[src/rtl/mod_counter_pkg.sv]
// Shared constants and types for the modulo up/down counter and its prescaler.
package mod_counter_pkg;

    // Boundary behaviour selected by the SATURATE parameter
    localparam int MODE_WRAP = 0;
    localparam int MODE_SAT  = 1;

    // Prescaler counter width; covers every legal PRESCALE up to 65535
    localparam int PRESCALE_W = 16;

    typedef enum logic [1:0] {
        ACT_HOLD = 2'd0,
        ACT_CLR  = 2'd1,
        ACT_LOAD = 2'd2,
        ACT_STEP = 2'd3
    } action_e;

endpackage

[src/rtl/mod_counter_prescale.sv]
// Enable prescaler: raises tick on the enabled cycle that completes PRESCALE enabled cycles.
module mod_counter_prescale
    import mod_counter_pkg::*;
#(
    parameter int PRESCALE = 2
) (
    input  logic clk,
    input  logic reset,
    input  logic en,
    input  logic restart,
    output logic tick
);

    localparam logic [PRESCALE_W-1:0] LAST = PRESCALE_W'(PRESCALE - 1);

    logic [PRESCALE_W-1:0] cnt;

    always_ff @(posedge clk or posedge reset) begin
        if (reset) begin
            cnt <= '0;
        end else if (restart) begin
            cnt <= '0;
        end else if (en) begin
            cnt <= (cnt == LAST) ? '0 : cnt + PRESCALE_W'(1);
        end
    end

    // restart (clr/load) wins over a step that would otherwise land this cycle
    assign tick = en && !restart && (cnt == LAST);

endmodule

[src/rtl/mod_counter.sv]
// Modulo up/down counter with prescaled enable, wrap or saturate bounds, tc pulse and sticky ovf.
module mod_counter
    import mod_counter_pkg::*;
#(
    parameter int WIDTH    = 8,
    parameter int MODULUS  = 256,
    parameter int PRESCALE = 1,
    parameter int SATURATE = MODE_WRAP
) (
    input  logic             clk,
    input  logic             reset,
    input  logic             en,
    input  logic             up,
    input  logic             clr,
    input  logic             load,
    input  logic [WIDTH-1:0] load_val,
    output logic [WIDTH-1:0] out,
    output logic             tc,
    output logic             ovf
);

    // MODULUS-1 always fits in WIDTH bits, so no wider intermediate is needed
    localparam logic [WIDTH-1:0] MAXV = WIDTH'(MODULUS - 1);
    localparam bit               SAT  = (SATURATE == MODE_SAT);

    logic             step_tick;
    action_e          act;
    logic             at_bound;
    logic [WIDTH-1:0] step_val;
    logic [WIDTH-1:0] load_clamp;

    generate
        if (PRESCALE == 1) begin : g_no_prescale
            assign step_tick = en;
        end else begin : g_prescale
            mod_counter_prescale #(
                .PRESCALE (PRESCALE)
            ) u_prescale (
                .clk     (clk),
                .reset   (reset),
                .en      (en),
                .restart (clr | load),
                .tick    (step_tick)
            );
        end
    endgenerate

    always_comb begin
        act = ACT_HOLD;
        if (clr) begin
            act = ACT_CLR;
        end else if (load) begin
            act = ACT_LOAD;
        end else if (step_tick) begin
            act = ACT_STEP;
        end
    end

    always_comb begin
        at_bound = up ? (out == MAXV) : (out == '0);
        step_val = out;
        if (up) begin
            if (at_bound) begin
                step_val = SAT ? MAXV : '0;
            end else begin
                step_val = out + WIDTH'(1);
            end
        end else begin
            if (at_bound) begin
                step_val = SAT ? '0 : MAXV;
            end else begin
                step_val = out - WIDTH'(1);
            end
        end
        load_clamp = (load_val > MAXV) ? MAXV : load_val;
    end

    always_ff @(posedge clk or posedge reset) begin
        if (reset) begin
            out <= '0;
            tc  <= 1'b0;
            ovf <= 1'b0;
        end else begin
            case (act)
                ACT_CLR: begin
                    out <= '0;
                    tc  <= 1'b0;
                    ovf <= 1'b0;
                end
                ACT_LOAD: begin
                    out <= load_clamp;
                    tc  <= 1'b0;
                end
                ACT_STEP: begin
                    out <= step_val;
                    tc  <= at_bound;
                    ovf <= ovf | at_bound;
                end
                default: begin
                    tc <= 1'b0;
                end
            endcase
        end
    end

endmodule

[config.mk]
export PLATFORM = sky130hd
export DESIGN_NAME = mod_counter
export DESIGN_NICKNAME = d
export VERILOG_FILES = /design/src/rtl/mod_counter_pkg.sv /design/src/rtl/mod_counter_prescale.sv /design/src/rtl/mod_counter.sv
export SDC_FILE = /design/constraint.sdc
export NUM_CORES = 1
export LEC_CHECK = 0
export ABC_CLOCK_PERIOD_IN_PS = 1800
export CAP_MARGIN = 20
export CORE_MARGIN = 2
export CORE_UTILIZATION = 41
export CTS_CLUSTER_SIZE = 40
export DETAILED_ROUTE_END_ITERATION = 10
export PLACE_DENSITY = 0.82
export SLEW_MARGIN = 20
export SYNTH_ARGS = -nofsm -noshare
export SYNTH_HDL_FRONTEND = slang
export SYNTH_HIERARCHICAL = 1
export SYNTH_SLANG_ARGS = --single-unit
[constraint.sdc]
create_clock -name clk -period 1.8 [get_ports clk]
set_clock_uncertainty 0.15 [all_clocks]
set_input_delay 0.36 -clock clk [delete_from_list [all_inputs] [get_ports clk]]
set_output_delay 0.36 -clock clk [all_outputs]
set_load 0.005 [all_outputs]
Word level (Yosys, flattened, before mapping)
Cells that the tools add are included.

Register bits: 10. ROM bits: 0. Bits in latches: 0. Memories kept: 0. Logic and storage cells: 25. Memory bits (writable): 0. Bits of input ports: 14. Output and inout port bits: 10.

Shifts and indexed selects: 0. Reductions and logical operators: 3. Mux-type cells: 11. Equal/unequal tests: 4. Multiply operators: 0. Add/subtract/negate cells: 2. Magnitude comparators: 1. Divide/modulo/power cells: 0. Bitwise gates (word level): 1.

Operators with widths (count): two-way mux 8 bit (4); case mux 8 bit (3 select lines) (1); adder 8 x 1 -> 8 bit (second input constant) (1); equality test 8 bit (second input constant) (1); > comparator 8 bit (second input constant) (1); logical NOT 8 bit (1); subtractor 8 x 1 -> 8 bit (second input constant) (1); two-way mux 2 bit (3); equality test 2 bit (second input constant) (2); nonzero test 3 bit (1); equality test 2 x 1 -> 1 bit (second input constant) (1); two-way mux 1 bit (2); case mux 1 bit (2 select lines) (1); nonzero test 2 bit (1); OR 1 bit (1).

Logic depth before layout (Yosys ltp)
Depth in word-level cells: 5. Gate-level depth with buffers: 7. Gate-level depth less buffers: 7.

Worst setup path before layout
No wires, ideal clock.

Path kind: register to register. Start: register out[0]. End: register out[6]. Buffers on the path: 0. Arrival: 1656 ps. Clock period less this slack: 1925 ps. Setup time: 119 ps. Required time: 1531 ps. Stages on the path, launching flop included: 8. Slack: -125 ps. Path through: dfrtp_1 > inv_1 > ha_1 > nor4b_1 > nor3b_1 > o21ai_0 > xnor2_1 > o21a_1.

Longest elaborated chain between the ends: 5. Elaborated cells between the ends (all ways): 9. Those cells by class: add/sub: 2; eq/ne: 1; mux: 5; reduce/logical: 1.

RTL lines: from (decl) (RTL line mod_counter.sv:17) `output logic [WIDTH-1:0] out,`; from (signal assigned) (RTL line mod_counter.sv:91) `out <= load_clamp;`; from (signal assigned) (RTL line mod_counter.sv:95) `out <= step_val;`; parallel branches: the longest is 3 deep, another holds subtractor 8 x 1 -> 8 bit; two-way mux 8 bit * (RTL line mod_counter.sv:62) `if (up) begin`; case mux 8 bit (3 select lines) * (RTL line mod_counter.sv:84) `case (act)`.

Every way passes the cells marked *. A chain may end at the register's enable or synchronous reset.

Worst setup path after layout
Start: register out[0]. End: register out[7].

The elaborated chain is that of the path after synthesis.

==> impl_results.md <==
- Status: finished with violations
- Failing checks: setup timing
- Crit path capture type: flop
- Leading cell type by number of instances after synthesis: a21oi_1
- CTS Sinks: 10
- Pwr Total: 0.784 mW
- Starting DRC count in detailed routing: 52
- First-pass GRT wire length: 4110 microns
- Max Cap Violations: 0
- Crit Reg-Reg Startpoint: out[0]$_DFFE_PP0P_
- R2R cell count: 5
- Post-Route WL: 2660 microns
- Post-synth EDFFs: 0
- All-Layer GR Usage: 26.2%
- Die area: 2320 sq um
- Net count, final: 167
- Number of detailed-route iterations in the first pass: 4
- Avg Cell Area, Syn: 7.93 sq um
- PwrDens: 579 nW/um^2
- Post-synth ARST share: 100%
- Worst-path maximum fanout: 4
- Grt ovf: 0
- Setup slack, reg-to-reg: -80 ps
- Worst Path Class, Setup: reg2reg
- Initial Util: 44.9%
- Fin cells: 175
- # diodes: 0
- Max Slew Vio Count: 0
- Post-synth top area cell: dfrtp_1
- Capture point of the worst reg-to-reg path: out[7]$_DFFE_PP0P_
- Startpoint types: flop
- Cell family with most CP delay: compound AO/OA/AOI/OAI gates
- Largest cells by area after synthesis: dfrtp_1, a21oi_1, o21ai_0
- Final setup fails: 2
- Area Growth Syn to Fin: 69.1%
- Placer congestion estimate: 0.945
- Final hold viol count: 0
- DR vias/cell: 5.57
- I/O pin total: 24
- PortBufs: 23
- Number of cells on the critical path: 5
- Largest net degree at the start of global routing: 11
- CTS Buf Count: 3
- Relative max-transition margin: 71.5%
- Pleak: 0.639 nW
- Initial antenna violation count: 0
- TNS Setup: -138 ps
- WP data required: 1810 ps
- Crit path DAT: 1880 ps
- Vias after detailed routing: 974
- Worst VDD drop: 375 uV
- Hold buffers post-CTS: 0
- RSZ-0062 raised after global routing: true
- Final WS setup: -76.2 ps
- DP Wirelength: 1790 microns
- Post-synthesis instance area: 801 sq um
- Synth top area share: 31.3%
- Skew-Pair Late Insertion Delay: 270 ps
- Syn Nets: 117
- H-tree lvl count: 1
- Cell count after synthesis: 101
- Slowest-stage cell, CP: or4_4
- Worst-Margin Slew: 427 ps
- Post-layout util: 75.9%
- Vias in the first global route: 895
- CTS tree: yes
- Die W: 48.2 microns
- Die Ht: 48.2 microns
- CP Buf/Inv Count: 0
- Slowest Stage Delay on Critical Path: 560 ps
- Detail Route Antenna Nets: 0
- Root buf cell: clkbuf_4
- Inst Count DP: 162
- Yosys reg bits: 10
- Max Root-Sink Buffers: 2
- Final cycle utilization of the critical path: 104%
- Share of layout cells above drive strength 1: 34.0%
- Core footprint: 1780 sq um
- Minimum clock period: 1880 ps
- Critical path launch point: out[0]$_DFFE_PP0P_
- Hold Crit Class: in2async
- Fmax achieved: 533 MHz
- Post-route DRC: 0
- Cell Chain, Critical Path: or4_4 -> o41ai_2 -> o41ai_1 -> o2bb2ai_1 -> a21o_1
- Distinct cells, synth: 30
- Synthesis Warnings: 6
- Commonest cells post-synth: a21oi_1, o21ai_0, dfrtp_1, nand2_1
- Main flop type after synthesis: dfrtp_1
- Sequential share of the synthesized area: 31.3%
- Row count: 15
- Hold WS: 240 ps
- DR WL/cell: 15.2 microns
- Clock input transition at the sequential cells of the worst setup and hold paths: 80 ps
[kinds of logic after synthesis]
group / share of synthesized area [%]
xor+xnor: 7.66
fa+ha+maj: 3.12
simple gates: 24.4
compound gates: 23.3
flops: 31.3
buf+inv: 7.81
mux: 2.50
[power breakdown]
group,leakage (nW),switching (mW),internal (mW)
sequential,0.127,0.0200,0.241
combinational,0.490,0.138,0.176
clock,0.0210,0.0857,0.123
[per-stage QoR]
step | cell area, sq um | setup WS (ps)
after floorplan | 817 | -28.5
after detailed placement | 1190 | -238
after global routing | 1350 | -104
final | 1350 | -76.2
after CTS | 1320 | -77.6
after global placement | 1190 | -207
[worst max-delay path by stage]
stage	to	slack [ps]
floorplan	out[7]$_DFFE_PP0P_	-30
global route	out[7]$_DFFE_PP0P_	-100
CTS	out[7]$_DFFE_PP0P_	-80
global placement	out[6]$_DFFE_PP0P_	-210
detailed placement	out[6]$_DFFE_PP0P_	-240
finish	out[7]$_DFFE_PP0P_	-80
[per-layer routing]
metal	track usage, %	wire length, microns	up-vias
met5	0	0	-
met3	2.22	232	6
li1	-	-	463
met1	33.5	996	448
met4	9.73	39	0
met2	45.5	1390	57
[worst register-to-register path, delay by kind of cell (launching register included)]
kind | cells | cell delay [ps]
AOI/OAI and AO/OA | 4 | 620
DFF | 1 | 450
and+or+nand+nor | 1 | 560
[registers in the layout, indices dropped and copies added (netlist names)]
signal,flops
out,8
ovf,1
tc,1
[cells in the final DEF (no fill, tap or decap), types with 2 or more instances in the layout]
master	n
dfrtp_1	6
buf_6	3
a21o_1	2
dlygate4sd2_1	3
inv_2	2
clkbuf_4	3
nor3_1	4
nor2_1	6
nand2_1	7
o21ai_1	4
inv_1	4
xor2_1	4
and3_1	3
mux2i_1	2
nor3b_1	3
dfrtp_2	4
buf_4	27
o21ai_0	7
clkdlybuf4s50_1	18
xnor2_1	3
a21oi_1	12
nand3_1	3
dlymetal6s2s_1	2
[timing repair]
| item | 4_1_cts | 5_1_grt |
|---|---|---|
| endpoints found under the hold margin | 0 | 0 |
| setup buffers | 7 | 2 |
| pin swaps | 1 | 2 |
| setup endpoints to repair | 10 | 9 |
| gates resized for setup | 16 | 10 |
[cell type report]
type                            count  area (sq um)
Multi-Input combinational cell     77           541
Timing Repair Buffer               53           468
Fill cell                         120           429
Sequential cell                    10           255
Clock buffer                        4          36.3
Tap cell                           25          31.3
Inverter                            6          22.5
Power figures use the tool's default switching activity.
